$ cat config.mk
export PLATFORM = sky130hd
export DESIGN_NAME = psk_demod_stream
export DESIGN_NICKNAME = d
export VERILOG_FILES = /design/src/rtl/psk_pkg.sv /design/src/rtl/psk_slicer.sv /design/src/rtl/psk_demod_stream.sv
export SDC_FILE = /design/constraint.sdc
export NUM_CORES = 1
export LEC_CHECK = 0
export BUFFER_PORTS_ARGS = -buffer_cell sky130_fd_sc_hd__buf_2
export CORE_MARGIN = 5
export CORE_UTILIZATION = 35
export DETAILED_ROUTE_END_ITERATION = 6
export GPL_TIMING_DRIVEN = 0
export SYNTH_ARGS = -nofsm -noshare
export SYNTH_HDL_FRONTEND = slang
export SYNTH_SLANG_ARGS = --single-unit
$ cat constraint.sdc
create_clock -name clk -period 7 [get_ports clk]
set_input_delay 1.05 -clock clk [delete_from_list [all_inputs] [get_ports clk]]
set_output_delay 1.05 -clock clk [all_outputs]
set_load 0.01 [all_outputs]
$ cat src/rtl/psk_pkg.sv
// Shared definitions for the PSK stream demodulator: symbol codes, mode enum
// and the per-symbol slicing rule used by psk_slicer.
package psk_pkg;

  localparam logic [1:0] BPSK_NEG  = 2'b01;
  localparam logic [1:0] BPSK_ERA0 = 2'b00;
  localparam logic [1:0] BPSK_ERA1 = 2'b11;

  typedef enum logic {
    MODE_BPSK = 1'b0,
    MODE_QPSK = 1'b1
  } mode_e;

  typedef struct packed {
    logic [1:0] bits;
    logic [1:0] nbits;
    logic       erasure;
  } slice_t;

  // BPSK: only the negative code gives 0; the two off-axis codes are erasures.
  function automatic slice_t slice_sym(input logic [1:0] code, input mode_e mode);
    slice_t s;
    s = '{bits: 2'b00, nbits: 2'd1, erasure: 1'b0};
    case (mode)
      MODE_QPSK: begin
        s.bits    = code;
        s.nbits   = 2'd2;
        s.erasure = 1'b0;
      end
      MODE_BPSK: begin
        s.bits    = {1'b0, (code != BPSK_NEG)};
        s.nbits   = 2'd1;
        s.erasure = (code == BPSK_ERA0) || (code == BPSK_ERA1);
      end
      default: begin
        s = '{bits: 2'b00, nbits: 2'd1, erasure: 1'b0};
      end
    endcase
    return s;
  endfunction

endpackage

$ cat src/rtl/psk_slicer.sv
// Combinational symbol slicer: maps one 2-bit code and the active mode to the
// demodulated bits, how many of them are valid, and an erasure flag.
module psk_slicer
  import psk_pkg::*;
(
  input  logic [1:0] code,
  input  logic       mode,
  output logic [1:0] bits,
  output logic [1:0] nbits,
  output logic       erasure
);

  slice_t slice_s;

  assign slice_s = slice_sym(code, mode_e'(mode));
  assign bits    = slice_s.bits;
  assign nbits   = slice_s.nbits;
  assign erasure = slice_s.erasure;

endmodule

$ cat src/rtl/psk_demod_stream.sv
// Streaming BPSK/QPSK demodulator: packs sliced bits LSB-first into N-bit words
// through an accumulator plus output register, with a saturating erasure count.
module psk_demod_stream
  import psk_pkg::*;
#(
  parameter int N     = 12,
  parameter int ERR_W = 16
) (
  input  logic             clk,
  input  logic             rst_n,
  input  logic             qpsk_en,
  input  logic             in_valid,
  output logic             in_ready,
  input  logic [1:0]       in_sym,
  output logic             out_valid,
  input  logic             out_ready,
  output logic [N-1:0]     DataOut,
  input  logic             err_clr,
  output logic [ERR_W-1:0] err_cnt
);

  localparam int PW = $clog2(N + 1);

  logic [PW-1:0]    fill_r;
  logic [N-1:0]     acc_r;
  logic [N-1:0]     dout_r;
  logic             acc_full_r;
  logic             out_valid_r;
  logic [ERR_W-1:0] err_r;
  mode_e            mode_r;

  mode_e            mode_s;
  logic [1:0]       bits_s;
  logic [1:0]       nbits_s;
  logic             erasure_s;
  logic [N-1:0]     ins_s;
  logic [N-1:0]     base_s;
  logic [N-1:0]     next_acc_s;
  logic [PW-1:0]    fill_next_s;
  logic             accept_s;
  logic             complete_s;
  logic             consume_s;

  psk_slicer u_slicer (
    .code    (in_sym),
    .mode    (mode_s),
    .bits    (bits_s),
    .nbits   (nbits_s),
    .erasure (erasure_s)
  );

  // Accept/complete decode; the mode is only re-sampled at a word boundary.
  always_comb begin
    mode_s      = mode_r;
    base_s      = acc_r;
    ins_s       = {N{1'b0}};
    accept_s    = in_valid & ~acc_full_r;
    consume_s   = out_valid_r & out_ready;
    if (fill_r == {PW{1'b0}}) begin
      mode_s = mode_e'(qpsk_en);
      base_s = {N{1'b0}};
    end else begin
      mode_s = mode_r;
      base_s = acc_r;
    end
    ins_s[1:0]  = bits_s;
    next_acc_s  = base_s | (ins_s << fill_r);
    fill_next_s = fill_r + PW'(nbits_s);
    complete_s  = accept_s && (fill_next_s == PW'(N));
  end

  // Accumulator, held-word flag and output register.
  always_ff @(posedge clk) begin
    if (!rst_n) begin
      fill_r      <= {PW{1'b0}};
      acc_r       <= {N{1'b0}};
      acc_full_r  <= 1'b0;
      out_valid_r <= 1'b0;
      dout_r      <= {N{1'b0}};
      mode_r      <= MODE_BPSK;
    end else begin
      // A held word (acc_full) always has priority over new input, which is blocked anyway.
      if (acc_full_r && out_ready) begin
        dout_r      <= acc_r;
        out_valid_r <= 1'b1;
      end else if (complete_s && (!out_valid_r || out_ready)) begin
        dout_r      <= next_acc_s;
        out_valid_r <= 1'b1;
      end else if (consume_s) begin
        out_valid_r <= 1'b0;
      end else begin
        out_valid_r <= out_valid_r;
      end

      if (acc_full_r) begin
        acc_full_r <= ~out_ready;
      end else if (complete_s && out_valid_r && !out_ready) begin
        acc_full_r <= 1'b1;
      end else begin
        acc_full_r <= 1'b0;
      end

      if (accept_s) begin
        acc_r  <= next_acc_s;
        mode_r <= mode_s;
        if (complete_s) begin
          fill_r <= {PW{1'b0}};
        end else begin
          fill_r <= fill_next_s;
        end
      end else begin
        acc_r  <= acc_r;
        mode_r <= mode_r;
        fill_r <= fill_r;
      end
    end
  end

  // Saturating erasure counter; clear wins over a same-cycle increment.
  always_ff @(posedge clk) begin
    if (!rst_n) begin
      err_r <= {ERR_W{1'b0}};
    end else if (err_clr) begin
      err_r <= {ERR_W{1'b0}};
    end else if (accept_s && erasure_s && (err_r != {ERR_W{1'b1}})) begin
      err_r <= err_r + ERR_W'(1);
    end else begin
      err_r <= err_r;
    end
  end

  assign in_ready  = ~acc_full_r;
  assign out_valid = out_valid_r;
  assign DataOut   = dout_r;
  assign err_cnt   = err_r;

endmodule

; After elaboration in Yosys (flattened, before gate mapping)
; Index checks and enable logic that the tools add are counted.
[word_totals]
register_bits = 47
latch_bits = 0
mem_count = 0
in_bits = 8
rom_bits = 0
ramBits = 0
out_inout_bits = 30
[op_classes]
multipliers = 0
n_shift = 1
muxes = 11
addsub = 2
n_reduce_logical = 16
magnitude_cmp = 0
eq_ne = 4
n_div = 0
bitwise_logic = 7
[op_table]
columns = op, n
row1 = 12-bit two-way mux, 3
row2 = 16-bit by 1-bit adder with 16-bit output (second input constant), 1
row3 = 16-bit inequality test (second input constant), 1
row4 = 12-bit bitwise OR, 1
row5 = 2-bit by 4-bit << shifter with 12-bit output, 1
row6 = 5-bit case mux with 2 select lines, 1
row7 = 1-bit logical AND, 7
row8 = 1-bit two-way mux, 6
row9 = 4-bit by 2-bit adder with 4-bit output, 1
row10 = 4-bit == test (second input constant), 1
row11 = 4-bit zero test, 1
row12 = 4-bit two-way mux, 1
row13 = 1-bit inverter, 4
row14 = 3-bit nonzero test, 1
row15 = 1-bit bitwise AND, 2
row16 = 2-bit == test (second input constant), 1
row17 = 1-bit zero test, 2
row18 = 2-bit zero test, 1
row19 = 1-bit logical OR, 2
row20 = 2-bit by 1-bit inequality test with 1-bit output (second input constant), 1
row21 = 2-bit nonzero test, 1
row22 = 2-bit OR reduction, 1

; Logic depth before layout (Yosys ltp)
[logic_depth]
depth_word = 11
mapped_depth = 12
ltp_nobuf = 10

; Cells and area by module
; A second synthesis with hierarchy kept.
[unflattened]
cells_unflattened = 278
hier_area_um2 = 2453.6
[by_module_without_submodules]
columns = module, area_each_um2, cells_each, instances
row1 = psk_demod_stream, 2398.6, 270, 1
row2 = psk_slicer, 55.1, 8, 1

; Worst setup path before layout
; Ideal clock, no wire load.
[synth_timing]
kind = in2reg
startpoint = in qpsk_en
endpoint = reg dout_r[10] (netlist: DataOut[10])
path_buffers = 1
setup_ns = 0.096
arrival_time_ns = 3.059
stages = 10
setup_slack_ns = 3.845
required_time_ns = 6.904
path_cell_list = nand2_1 > nand2_1 > fa_1 > nand2b_1 > a221o_1 > a211oi_2 > a21o_1 > buf_4 > nand2_2 > o41ai_2
[synth_between]
elab_chain_cells = 8
word_cells_on_any_way = 12
[synth_rtl]
columns = element, line
row1 = start: declaration, psk_demod_stream.sv:11  ; input logic qpsk_en,
row2 = 1-bit two-way mux (*), psk_demod_stream.sv:59  ; if (fill_r == {PW{1'b0}}) begin
row3 = 1-bit inverter, psk_pkg.sv:24  ; case (mode)
row4 = 5-bit case mux with 2 select lines (*), psk_pkg.sv:24
row5 = 4-bit by 2-bit adder with 4-bit output, psk_demod_stream.sv:68  ; fill_next_s = fill_r + PW'(nbits_s);
row6 = 4-bit == test, psk_demod_stream.sv:69  ; complete_s = accept_s && (fill_next_s == PW'(N));
row7 = 1-bit logical AND, psk_demod_stream.sv:69
row8 = 1-bit logical AND, psk_demod_stream.sv:86  ; end else if (complete_s && (!out_valid_r || out_ready)) begin
row9 = 2-bit nonzero test (no line), n/a
row10 = end signal: assignment, psk_demod_stream.sv:79  ; dout_r <= {N{1'b0}};
row11 = end signal: assignment, psk_demod_stream.sv:84  ; dout_r <= acc_r;
row12 = end signal: assignment, psk_demod_stream.sv:87  ; dout_r <= next_acc_s;
row13 = end: declaration, psk_demod_stream.sv:26  ; logic [N-1:0] dout_r;
; Every way passes the cells marked *; elsewhere a longest branch is shown, timed or not. The select of a mux whose other input is x is not followed.
; A chain may end at the register's enable or synchronous reset.

; Final worst setup path
[layout_timing]
startpoint = reg fill_r[3]
endpoint = reg dout_r[10] (netlist: DataOut[10])
[layout_between]
elab_chain_cells = 9
word_cells_on_any_way = 14
[layout_rtl]
columns = element, line
row1 = start: declaration, psk_demod_stream.sv:24  ; logic [PW-1:0] fill_r;
row2 = start signal: assignment, psk_demod_stream.sv:75  ; fill_r <= {PW{1'b0}};
row3 = start signal: assignment, psk_demod_stream.sv:107  ; fill_r <= {PW{1'b0}};
row4 = start signal: assignment, psk_demod_stream.sv:109  ; fill_r <= fill_next_s;
row5 = 4-bit zero test, psk_demod_stream.sv:59
row6 = 1-bit two-way mux, psk_demod_stream.sv:59
row7 = 1-bit inverter, psk_pkg.sv:24
row8 = 5-bit case mux with 2 select lines, psk_pkg.sv:24
row9 = 4-bit by 2-bit adder with 4-bit output, psk_demod_stream.sv:68
row10 = 4-bit == test, psk_demod_stream.sv:69
row11 = 1-bit logical AND, psk_demod_stream.sv:69
row12 = 1-bit logical AND, psk_demod_stream.sv:86
row13 = 2-bit nonzero test (no line), n/a
; Several ways; a longest one is shown, not always the timed one. The select of a mux whose other input is x is not followed.

==> flow_metrics.tcl <==
set metrics [dict create \
    initial_core_util 0.360 \
    power_density_nw_per_um2 282 \
    grt_antenna_before_repair 0 \
    drive_gt1_frac 0.180 \
    syn_area_um2 2460 \
    finalCriticalPeriod_ns 3.52 \
    power_w 0.000816 \
    dieArea_um2 8800 \
    clock_sinks 47 \
    leakage_nw 1.13 \
    synth_top_area_cell "dfxtp_1" \
    maxSlewViolCount 0 \
    synth_top_area_frac 0.383 \
    syn_inst 301 \
    fp.dieW_um 93.8 \
    holdCritStartpoint "acc_r[1]" \
    worst_slew_margin_rel 0.603 \
    clk_pin_slew_ns 0.10 \
    routedWlPerCell_um 13.6 \
    h-tree-depth 2 \
    power_frac_comb 0.330 \
    grt_usage 0.144 \
    intPower_w 0.000521 \
    drt_iter0_drc 123 \
    coreArea_um2 6830 \
    fin_crit_sh 0.502 \
    ant_nets 0 \
    syn_nets 313 \
    fin_setup_tns_ns 0 \
    synth_edf_count 0 \
    place.gp.congestion 0.888 \
    grt-ovfl-total 0 \
    area_growth_pct 17.9 \
    grt_max_degree 17 \
    finalWirelength_mm 6.00 \
    die_y_um 93.8 \
    dr.pass1.iters 4 \
    hold_path.class "flip-flop to flip-flop" \
    vdd_ir_drop_max_v 0.000118 \
    worst_ep_arrival_time_ns 3.74 \
    ys_seq_area_frac 0.383 \
    crit_path_start "fill_r[3]" \
    antennaDiodeCount 0 \
    max_cap_viol_count 0 \
    ios 38 \
    fin_worst_skew_ns 0.0124 \
    rsz0062_at_grt "false" \
    synthTopCellsByArea "dfxtp_1 (38%), nor2_1 (6.1%), nand2_1 (4.7%)" \
    setup_viol 0 \
    status "finished, final reports clean" \
    nFillCells 740 \
    start_kind "flip-flop" \
    rows 30 \
    place_inst 433 \
    dr_total_vias 2316 \
    ys_warn_count 0 \
    cts_setup_buffers 0 \
    timing.fmax_mhz 284 \
    p_switching_w 0.000295 \
    yosysUniqueCellTypes 52 \
    synth.most_common_cell "dfxtp_1" \
    finalNetCount 356 \
    seqPwrFrac 0.366 \
    port_buffers 36 \
    syn-mean-instance-area_um2 8.16 \
    swShare 0.361 \
    synth_fa_ha_area_frac 0.0234 \
    clockBufferDepth 2 \
    ys_ff_latch 47 \
    numCtsBuffers 5 \
    dpl.hpwl_mm 4.41 \
    p_clk_frac 0.304 \
    cts_hold_buffers 0 \
    synthTopCellsByCount "dfxtp_1 (47), nor2_1 (40), nand2_1 (31), a21oi_1 (23), nand3_1 (14)" \
    async_flop_share 0 \
    critPathMaxFanout 10 \
    viasPerCell 5.25 \
    layout.cells.non_filler 441 \
    synth.area.mux_share 0.0204 \
    grt_pass1_vias 2172 \
    worstMarginPinSlew_ns 0.591 \
    synth-simple-area-share 0.258 \
    final_hold_viol_count 0 \
    post_cts_resized 0 \
    worst_ep_required_time_ns 7.22 \
    drc 0 \
    synth_top_family_by_area "simple AND/OR/NAND/NOR gates" \
    r2r-start "fill_r[3]" \
    synth_ff_type "dfxtp_1" \
    synth_compound_area_frac 0.215 \
    cts_tree "done" \
    worstSetupPathType "flip-flop to flip-flop" \
    synthXorXnorAreaFrac 0.0499 \
    grt_pass1_wl_mm 10.3 \
    cp-end-kind "flip-flop" \
    clock_latency_ns 0.31 \
    clockRootBuffer "clkbuf_8" \
]
==> state kept, by name, summed over array words and instances, names as in the netlist <==
signal / count
DataOut: 12
acc_full_r: 1
acc_r: 12
err_cnt: 16
fill_r: 4
mode_r: 1
out_valid: 1
==> placed cells by master (no fill, tap or decap), types with 3 or more instances in the layout <==
cell and count:
a211oi_1 7, a21o_1 3, a21oi_1 23, a22oi_1 6, a31oi_1 4, a32oi_1 4, and2_1 5, buf_2 38
clkbuf_1 12, clkbuf_8 5, dfxtp_1 47, ha_1 3, inv_1 10, mux2i_1 5, nand2_1 31, nand2b_1 4
nand3_1 14, nand4_1 6, nor2_1 40, nor2_2 3, nor2b_1 4, nor3_1 10, o21ai_0 7, xnor2_1 5
xor2_1 9
==> path summary, 6_finish.rpt <==
kind                               endpoint  slack (ns)  depth (start not counted)
worst max-delay path            DataOut[10]        3.48                         11
worst min-delay path             DataOut[1]        0.46                          2
worst max register to register  DataOut[10]        3.48                         11
worst min register to register   DataOut[1]        0.46                          2
==> worst max-delay path, cell delays in order (launching register included) <==
cell      delay, ns
dfxtp_1        0.38
clkbuf_1       0.26
nor4_2         0.57
nand2_1        0.15
nand2_1        0.15
fa_1           0.44
a221o_1        0.30
a211oi_2       0.36
a21o_1         0.18
buf_4          0.15
nand2_2        0.14
o41ai_2        0.33
==> cell families after synthesis <==
logic type,count (synthesis)
flip-flops,47
XOR/XNOR,14
adder cells (fa/ha/maj),4
AO/OA/AOI/OAI,73
AND/OR/NAND/NOR,130
buffers and inverters,28
multiplexers,5
==> power by group through the flow <==
stage / Clock (W) / Combinational, W / Sequential, W
after floorplan: 0 / 0.000205 / 0.000301
after detailed placement: 0 / 0.000266 / 0.000304
final: 0.000248 / 0.000269 / 0.000298
after global routing: 0.000263 / 0.000301 / 0.000301
after CTS: 0.000253 / 0.000266 / 0.000298
after global placement: 0 / 0.000262 / 0.000304
==> per-layer routing <==
metal,wire (um),track usage,up-vias
li1,-,-,1158
met1,2800,0.195,1080
met2,2750,0.236,72
met3,387,0.0296,6
met4,61,0.0325,0
met5,0,0,-
==> through the flow <==
step | worst slack, ns | instance area, um2 | utilization | hold slack [ns]
after global routing | 3.23 | 2900 | 0.424 | 0.487
after global placement | 3.39 | 2760 | 0.404 | 0.445
final | 3.48 | 2900 | 0.424 | 0.459
after detailed placement | 3.38 | 2760 | 0.404 | 0.446
after CTS | 3.47 | 2900 | 0.424 | 0.462
after floorplan | 3.85 | 2460 | - | 0.432
==> final cells by class <==
type                            instances  area, um2  share of cell area
Timing Repair Buffer                   36        180              0.0622
Buffer                                 18       85.1              0.0294
Sequential cell                        47        941               0.325
Inverter                               10       37.5              0.0130
Clock buffer                            5       68.8              0.0237
Multi-Input combinational cell        226       1390               0.481
Clock inverter                          3       71.3              0.0246
Tap cell                               96        120              0.0415
(Power assumes the default switching activity.)
